[src/rtl/cpu_pkg.sv]
// Shared definitions for the CPU pipeline control blocks: forwarding-select
// encodings, the hazard controller state type and the default register-address width.
package cpu_pkg;

  localparam int RB_DEF = 5;

  localparam logic [1:0] FWD_RF    = 2'b00;
  localparam logic [1:0] FWD_EXMEM = 2'b01;
  localparam logic [1:0] FWD_MEMWB = 2'b10;

  typedef enum logic {
    HOLD = 1'b0,
    RUN  = 1'b1
  } state_t;

endpackage

[src/rtl/hz_shadow_stage.sv]
// One registered shadow slot {rd, we, load, valid} tracking a pipeline stage's
// destination; a bubble clears the whole slot so a stale rd can never match.
module hz_shadow_stage
  import cpu_pkg::*;
#(
  parameter int RB = RB_DEF
) (
  input  logic          clk,
  input  logic          reset,
  input  logic          bubble,
  input  logic [RB-1:0] src_rd,
  input  logic          src_we,
  input  logic          src_load,
  input  logic          src_valid,
  output logic [RB-1:0] rd,
  output logic          we,
  output logic          is_load,
  output logic          valid
);

  always_ff @(posedge clk) begin
    if (reset || bubble) begin
      rd      <= '0;
      we      <= 1'b0;
      is_load <= 1'b0;
      valid   <= 1'b0;
    end else begin
      rd      <= src_rd;
      we      <= src_we;
      is_load <= src_load;
      valid   <= src_valid;
    end
  end

endmodule

[src/rtl/hazard_ctrl.sv]
// Pipeline hazard controller: post-reset fetch hold, load-use stall, taken-branch
// squash and registered forwarding selects, driven from shadow EX/MEM/WB slots.
//   state | meaning
//   HOLD  | fetch held after reset, IF/ID and ID/EX flushed, counts down RST_HOLD cycles
//   RUN   | normal issue; stall, squash and forwarding active
module hazard_ctrl
  import cpu_pkg::*;
#(
  parameter int RB       = RB_DEF,
  parameter int RST_HOLD = 2,
  parameter int CNT_W    = 16
) (
  input  logic             clk,
  input  logic             reset,
  input  logic             id_valid,
  input  logic [RB-1:0]    id_rs1,
  input  logic             id_rs1_use,
  input  logic [RB-1:0]    id_rs2,
  input  logic             id_rs2_use,
  input  logic [RB-1:0]    id_rd,
  input  logic             id_rd_we,
  input  logic             id_is_load,
  input  logic             ex_br_taken,
  output logic             pc_we,
  output logic             ifid_we,
  output logic             ifid_flush,
  output logic             idex_flush,
  output logic [1:0]       fwd_a,
  output logic [1:0]       fwd_b,
  output logic [CNT_W-1:0] stall_cnt
);

  localparam logic [3:0] HOLD_INIT = 4'(RST_HOLD);

  state_t     state, state_nxt;
  logic [3:0] hold_cnt;

  logic [RB-1:0] ex_rd, mem_rd, wb_rd;
  logic          ex_we, mem_we, wb_we;
  logic          ex_load, mem_load, wb_load;
  logic          ex_valid, mem_valid, wb_valid;
  logic          wb_unused;

  logic run, squash, stall, ex_bubble;
  logic rs1_ex, rs2_ex, rs1_mem, rs2_mem;

  function automatic logic hit(input logic          use_src,
                               input logic [RB-1:0] src,
                               input logic          s_valid,
                               input logic          s_we,
                               input logic [RB-1:0] s_rd);
    return use_src && s_valid && s_we && (s_rd == src) && (src != '0);
  endfunction

  hz_shadow_stage #(.RB(RB)) u_ex (
    .clk(clk), .reset(reset), .bubble(ex_bubble),
    .src_rd(id_rd), .src_we(id_rd_we), .src_load(id_is_load), .src_valid(id_valid),
    .rd(ex_rd), .we(ex_we), .is_load(ex_load), .valid(ex_valid)
  );

  hz_shadow_stage #(.RB(RB)) u_mem (
    .clk(clk), .reset(reset), .bubble(1'b0),
    .src_rd(ex_rd), .src_we(ex_we), .src_load(ex_load), .src_valid(ex_valid),
    .rd(mem_rd), .we(mem_we), .is_load(mem_load), .valid(mem_valid)
  );

  hz_shadow_stage #(.RB(RB)) u_wb (
    .clk(clk), .reset(reset), .bubble(1'b0),
    .src_rd(mem_rd), .src_we(mem_we), .src_load(mem_load), .src_valid(mem_valid),
    .rd(wb_rd), .we(wb_we), .is_load(wb_load), .valid(wb_valid)
  );

  // WB is tracked for completeness of the shadow pipe; nothing forwards from it yet.
  assign wb_unused = ^{wb_rd, wb_we, wb_load, wb_valid, mem_load};

  assign run     = (state == RUN);
  assign rs1_ex  = hit(id_rs1_use, id_rs1, ex_valid, ex_we, ex_rd);
  assign rs2_ex  = hit(id_rs2_use, id_rs2, ex_valid, ex_we, ex_rd);
  assign rs1_mem = hit(id_rs1_use, id_rs1, mem_valid, mem_we, mem_rd);
  assign rs2_mem = hit(id_rs2_use, id_rs2, mem_valid, mem_we, mem_rd);

  // A taken branch squashes the ID instruction, so it can never also stall.
  assign squash    = run && ex_br_taken;
  assign stall     = run && !squash && id_valid && ex_load && (rs1_ex || rs2_ex);
  assign ex_bubble = !run || !id_valid || stall || squash;

  always_ff @(posedge clk) begin
    if (reset) begin
      state    <= HOLD;
      hold_cnt <= HOLD_INIT;
    end else begin
      state <= state_nxt;
      if (state == HOLD && hold_cnt != 4'd0)
        hold_cnt <= hold_cnt - 4'd1;
    end
  end

  always_comb begin
    state_nxt = state;
    case (state)
      HOLD:    if (hold_cnt <= 4'd1) state_nxt = RUN;
      RUN:     state_nxt = RUN;
      default: state_nxt = HOLD;
    endcase
  end

  always_comb begin
    pc_we      = 1'b0;
    ifid_we    = 1'b0;
    ifid_flush = 1'b1;
    idex_flush = 1'b1;
    case (state)
      RUN: begin
        pc_we      = !stall;
        ifid_we    = !stall;
        ifid_flush = squash;
        idex_flush = stall || squash;
      end
      default: ;
    endcase
  end

  always_ff @(posedge clk) begin
    if (reset || !run || !id_valid || stall || squash) begin
      fwd_a <= FWD_RF;
      fwd_b <= FWD_RF;
    end else begin
      fwd_a <= rs1_ex ? FWD_EXMEM : (rs1_mem ? FWD_MEMWB : FWD_RF);
      fwd_b <= rs2_ex ? FWD_EXMEM : (rs2_mem ? FWD_MEMWB : FWD_RF);
    end
  end

  always_ff @(posedge clk) begin
    if (reset)
      stall_cnt <= '0;
    else if (stall && stall_cnt != '1)
      stall_cnt <= stall_cnt + 1'b1;
  end

endmodule

[config.mk]
export PLATFORM = sky130hd
export DESIGN_NAME = hazard_ctrl
export DESIGN_NICKNAME = d
export VERILOG_FILES = /design/src/rtl/cpu_pkg.sv /design/src/rtl/hz_shadow_stage.sv /design/src/rtl/hazard_ctrl.sv
export SDC_FILE = /design/constraint.sdc
export NUM_CORES = 1
export LEC_CHECK = 0
export CAP_MARGIN = 20
export CORE_MARGIN = 1
export CORE_UTILIZATION = 44
export CTS_CLUSTER_SIZE = 10
export DETAILED_ROUTE_END_ITERATION = 12
export GPL_TIMING_DRIVEN = 0
export PLACE_DENSITY = 0.77
export REMOVE_ABC_BUFFERS = 1
export SLEW_MARGIN = 20
export SYNTH_ARGS = -nofsm -noshare
export SYNTH_HDL_FRONTEND = slang
export SYNTH_SLANG_ARGS = --single-unit
[constraint.sdc]
create_clock -name clk -period 2.2 [get_ports clk]
set_input_delay 0.44 -clock clk [delete_from_list [all_inputs] [get_ports clk]]
set_output_delay 0.44 -clock clk [all_outputs]
set_load 0.02 [all_outputs]
Word level (Yosys, flattened, before mapping)
Index checks and enable logic that the tools add are counted.
Widths: inputs -> output; s select.
{ "totals": {"out_inout_bits": 24, "wordCells": 74, "ff_bits": 40, "input_bits": 23} }
{ "op_classes": {"add_sub_neg": 2, "mux": 9, "bitwise": 1, "eq_ne": 5, "n_reduce_logical": 42, "magnitude_cmp": 1} }
{ "ops": {"columns": ["cell", "count"], "rows": [
  ["$logic_and 1x1->1", 23],
  ["$eq 5x5->1", 4],
  ["$add 16x1->16 const B", 1],
  ["$ne 16x16->1 const B", 1],
  ["$logic_or 1x1->1", 10],
  ["$reduce_bool 5->1", 2],
  ["$mux 1", 6],
  ["$le 4x1->1 const B", 1],
  ["$logic_not 1->1", 4],
  ["$mux 2", 2],
  ["$reduce_bool 4->1", 1],
  ["$reduce_or 2->1", 2],
  ["$sub 4x1->4 const B", 1],
  ["$pmux 1 s2", 1],
  ["$not 1->1", 1]
]} }

Logic depth before layout (Yosys ltp)
{ "logic_depth": {"word_depth": 9, "depth_mapped": 9, "mapped_depth_nobuf": 7} }

Modules after synthesis
From an unflattened synthesis, not the netlist that was laid out.
{ "hier_totals": {"hier_cells": 215, "hier_area_um2": 2073.2} }
{ "by_module_without_submodules": {"columns": ["mod", "seq_area_each_um2", "area_per_inst_um2", "n_inst", "cells_per_inst"], "rows": [
  ["hazard_ctrl", 500.5, 1507.7, 1, 179],
  ["hz_shadow_stage", 160.2, 282.8, 2, 18]
]} }

Worst setup path after synthesis
No wires, ideal clock.
{ "synth_timing": {"kind": "input-to-output", "start": "in id_rs2[0]", "end": "out pc_we", "t_arrival_ps": 2122, "setup_slack_ps": -362, "stages": 8, "path_buffers": 3, "t_required_ps": 1760, "path_cell_list": "or4_1 o21ai_2 nor3_2 o21bai_2 buf_6 buf_2 and2_1 buf_4"} }
{ "synth_between": {"elab_chain_cells": 7, "elab_cells_between_ends": 8, "classes_between": "eq/ne: 1; mux: 1; reduce/logical: 6"} }
{ "synth_rtl": {"columns": ["element", "line_no", "text"], "rows": [
  ["start, declared", "hazard_ctrl.sv:18", "input logic [RB-1:0] id_rs2,"],
  ["$eq 5x5->1", "hazard_ctrl.sv:52", "return use_src && s_valid && s_we && (s_rd == src) && (src != '0);"],
  ["$logic_and 1x1->1", "hazard_ctrl.sv:52", null],
  ["$logic_and 1x1->1 *", "hazard_ctrl.sv:52", null],
  ["$logic_or 1x1->1 *", "hazard_ctrl.sv:84", "assign stall = run && !squash && id_valid && ex_load && (rs1_ex || rs2_ex);"],
  ["$logic_and 1x1->1 *", "hazard_ctrl.sv:84", null],
  ["$logic_not 1->1 *", null, null],
  ["$mux 1 *", null, null],
  ["end, declared", "hazard_ctrl.sv:24", "output logic pc_we,"]
]} }
Mark *: on every way between the ends. The rest lies on a longest branch, timed or not.

Final worst setup path
{ "layout_timing": {"start": "in id_rs2[1]", "end": "out idex_flush"} }
{ "layout_between": {"elab_chain_cells": 7, "elab_cells_between_ends": 8, "classes_between": "eq/ne: 1; mux: 1; reduce/logical: 6"} }
{ "layout_rtl": {"columns": ["element", "line_no", "text"], "rows": [
  ["$eq 5x5->1", "hazard_ctrl.sv:52", null],
  ["$logic_and 1x1->1", "hazard_ctrl.sv:52", null],
  ["$logic_and 1x1->1 *", "hazard_ctrl.sv:52", null],
  ["$logic_or 1x1->1 *", "hazard_ctrl.sv:84", null],
  ["$logic_and 1x1->1 *", "hazard_ctrl.sv:84", null],
  ["$logic_or 1x1->1 *", "hazard_ctrl.sv:117", "idex_flush = stall || squash;"],
  ["$mux 1 *", "hazard_ctrl.sv:112", "case (state)"],
  ["end, declared", "hazard_ctrl.sv:27", "output logic idex_flush,"]
]} }
Marked as above.

==> out/results.tsv <==
metric	value	unit
cts_made_buffers	5	
syn_to_final_growth	36.5	%
drive_gt1_share	18.4	%
grt-ovfl-total	0	
drt_iter0_drc	102	
violations	setup timing	
first_pass_iters	4	
initial_core_util	45.9	%
ys_ff_latch	40	
routedWlPerCell	13.8	µm
clk_transition_reported_paths	0.08	ns
crit_path_end_kind	output pin	
grt_usage	20.1	%
yosys-top-cells-area	dfxtp_1, xnor2_1, xor2_1	
worstPathArrival	1.80	ns
slew_viol_final	0	
async_flop_share	0	%
avgSynthCellArea	9.07	µm²
gp_congestion	0.803	
maxSlewHeadroom	25.0	%
start_kind	input pin	
ir_worst_vdd	515	µV
yosys.area.top_type	dfxtp_1	
clock_skew	0.0100	ns
period_share	102	%
coreArea	4030	µm²
clk_latency	0.29	ns
synth_top_area_share	43.3	%
hold_buffers	0	
wirelength	4210	µm
htreeDepth	2	
fp.dieH	66.8	µm
fin_area	2520	µm²
viasPerCell	5.32	
rows	23	
nets	281	
synth_edf_count	0	
pre_cts_slack	-1.47	ns
cp.required	1.76	ns
dp.cells	291	
numClockSinks	40	
tightest_slew	1.12	ns
ant_nets	0	
ioPinCount	47	
p_total	1.65	mW
die-area	4470	µm²
grt_pass1_vias	1472	
hp-class	in2reg	
synth.most_common_cell	dfxtp_1	
cts_tree	built	
rsz0062_at_grt	true	
hold_slack	0.427	ns
crit_chain	buf_8 > or4_4 > o21ai_4 > nor3_4 > o21bai_4 > buf_6 > nand2_4 > buf_6	
hpwl	2740	µm
drv_cap	0	
outcome	finished with violations	
ys_warn_count	0	
portBuffers	46	
die_x	66.8	µm
min_period	2.24	ns
syn_inst	204	
p_leak	0.905	nW
synth_cell_types	37	
instances_no_fill	305	
crit_type	in2out	
yosysSeqAreaShare	43.3	%
power.density	652	nW/µm²
setup_ws	-0.0427	ns
setup_viol	3	
vias	1623	
synth.cell_area	1850	µm²
fmax	446	MHz
place_area	2320	µm²
clock_path_buffers	2	
diodes	0	
synthFlopType	dfxtp_1	
crit_top_cell	buf_6	
post-route-drc-count	0	
slowest_stage	or4_4	
final_hold_viol_count	0	
antenna_found_initial	0	
grt_start_max_net_pins	30	
cpPeakStageDelay	0.53	ns
grt_pass1_wl	6690	µm
crit_fanout	3	
cts-root-buf	clkbuf_8	
synth_top_cells_by_count	dfxtp_1, a21oi_1, xnor2_1	
[worst max-delay path: cells and delay by family]
| family | cells | cell delay, ns |
|---|---|---|
| AO/OA/AOI/OAI | 2 | 0.36 |
| buffers and inverters | 3 | 0.35 |
| AND/OR/NAND/NOR | 3 | 0.65 |
[kinds of logic after synthesis]
| group | Yosys count | share of synthesized area, % |
|---|---|---|
| buf+inv | 14 | 3.99 |
| fa+ha+maj | 3 | 2.03 |
| compound gates | 35 | 11.5 |
| flops | 40 | 43.3 |
| mux | 1 | 0.541 |
| xor+xnor | 24 | 11.4 |
| simple gates | 87 | 27.3 |
[per-layer routing]
metal	vias up	GRT usage (%)	part of all wire [%]
li1	828	-	-
met1	758	24.6	45
met2	30	34.1	50
met3	7	3.60	3.7
met4	0	9.04	2.0
met5	-	0	0
[power breakdown]
part	switching, mW	leakage [nW]	internal [mW]
clock	0.250	0.0410	0.216
sequential	0.0399	0.326	0.773
combinational	0.182	0.538	0.186
total	0.472	0.905	1.17
[layout make-up]
| cell class | count | area [µm²] |
|---|---|---|
| multi-input cells | 151 | 1060 |
| clock buffers | 6 | 72.6 |
| inverters | 5 | 18.8 |
| repair buffers | 52 | 494 |
| clock inverters | 1 | 5.00 |
| flip-flops and latches | 40 | 807 |
| fillers | 367 | 1510 |
| well taps | 50 | 62.6 |
[registers in the layout, summed over array words and instances (netlist names)]
signal and cells:
fwd_a 2, fwd_b 2, hold_cnt 4, run 1, stall_cnt 16, u_ex.is_load 1
u_ex.rd 5, u_ex.valid 1, u_ex.we 1, u_mem.rd 5, u_mem.valid 1, u_mem.we 1
[final timing paths]
kind | depth (start not counted) | startpoint | end | slack (ns)
worst max-delay path | 8 | id_rs2[1] | idex_flush | -0.04
worst min-delay path | 4 | id_rs2[1] | fwd_b[1] | 0.43
worst min register to register | 2 | u_mem.valid | fwd_b[1] | 0.46
worst max register to register | 7 | u_ex.rd[1] | stall_cnt[9] | 0.16
[through the flow]
stage	setup TNS, ns	utilization (%)
4_1_cts	-0.198	62.2
3_5_place_dp	-23.48	57.5
3_3_place_gp	-22.35	57.5
2_1_floorplan	-0.891	-
5_1_grt	-0.290	62.6
6_report	-0.117	62.6
[cells in the final DEF (no fill, tap or decap), types with 2 or more instances in the layout]
cell type,synthesis,final
buf_4,1,5
a21oi_1,15,14
dfxtp_1,40,35
nor3_4,0,2
xnor2_1,15,15
and3_1,10,10
inv_1,5,5
nand3_1,9,9
clkbuf_8,0,5
nor4_1,3,3
o21ai_0,8,8
or4_1,7,5
nor3_1,4,4
nand2b_1,3,3
nand4_1,5,5
nor2_1,8,7
nor2b_1,8,7
xor2_1,9,9
or3_1,8,8
clkbuf_2,0,2
buf_8,0,2
o31ai_1,5,5
nand2_1,13,12
dfxtp_2,0,5
ha_1,3,3
buf_2,2,4
or4_4,0,2
o21ai_4,0,3
clkdlybuf4s50_1,0,32
buf_6,2,6
[what timing repair did]
item / CTS / global route
endpoints found under the setup margin: 31 / 5
pin swaps: 8 / 11
buffers inserted: 6 / 0
resized for setup: 73 / 16
gates cloned: 1 / 0
Power figures use the tool's default switching activity.
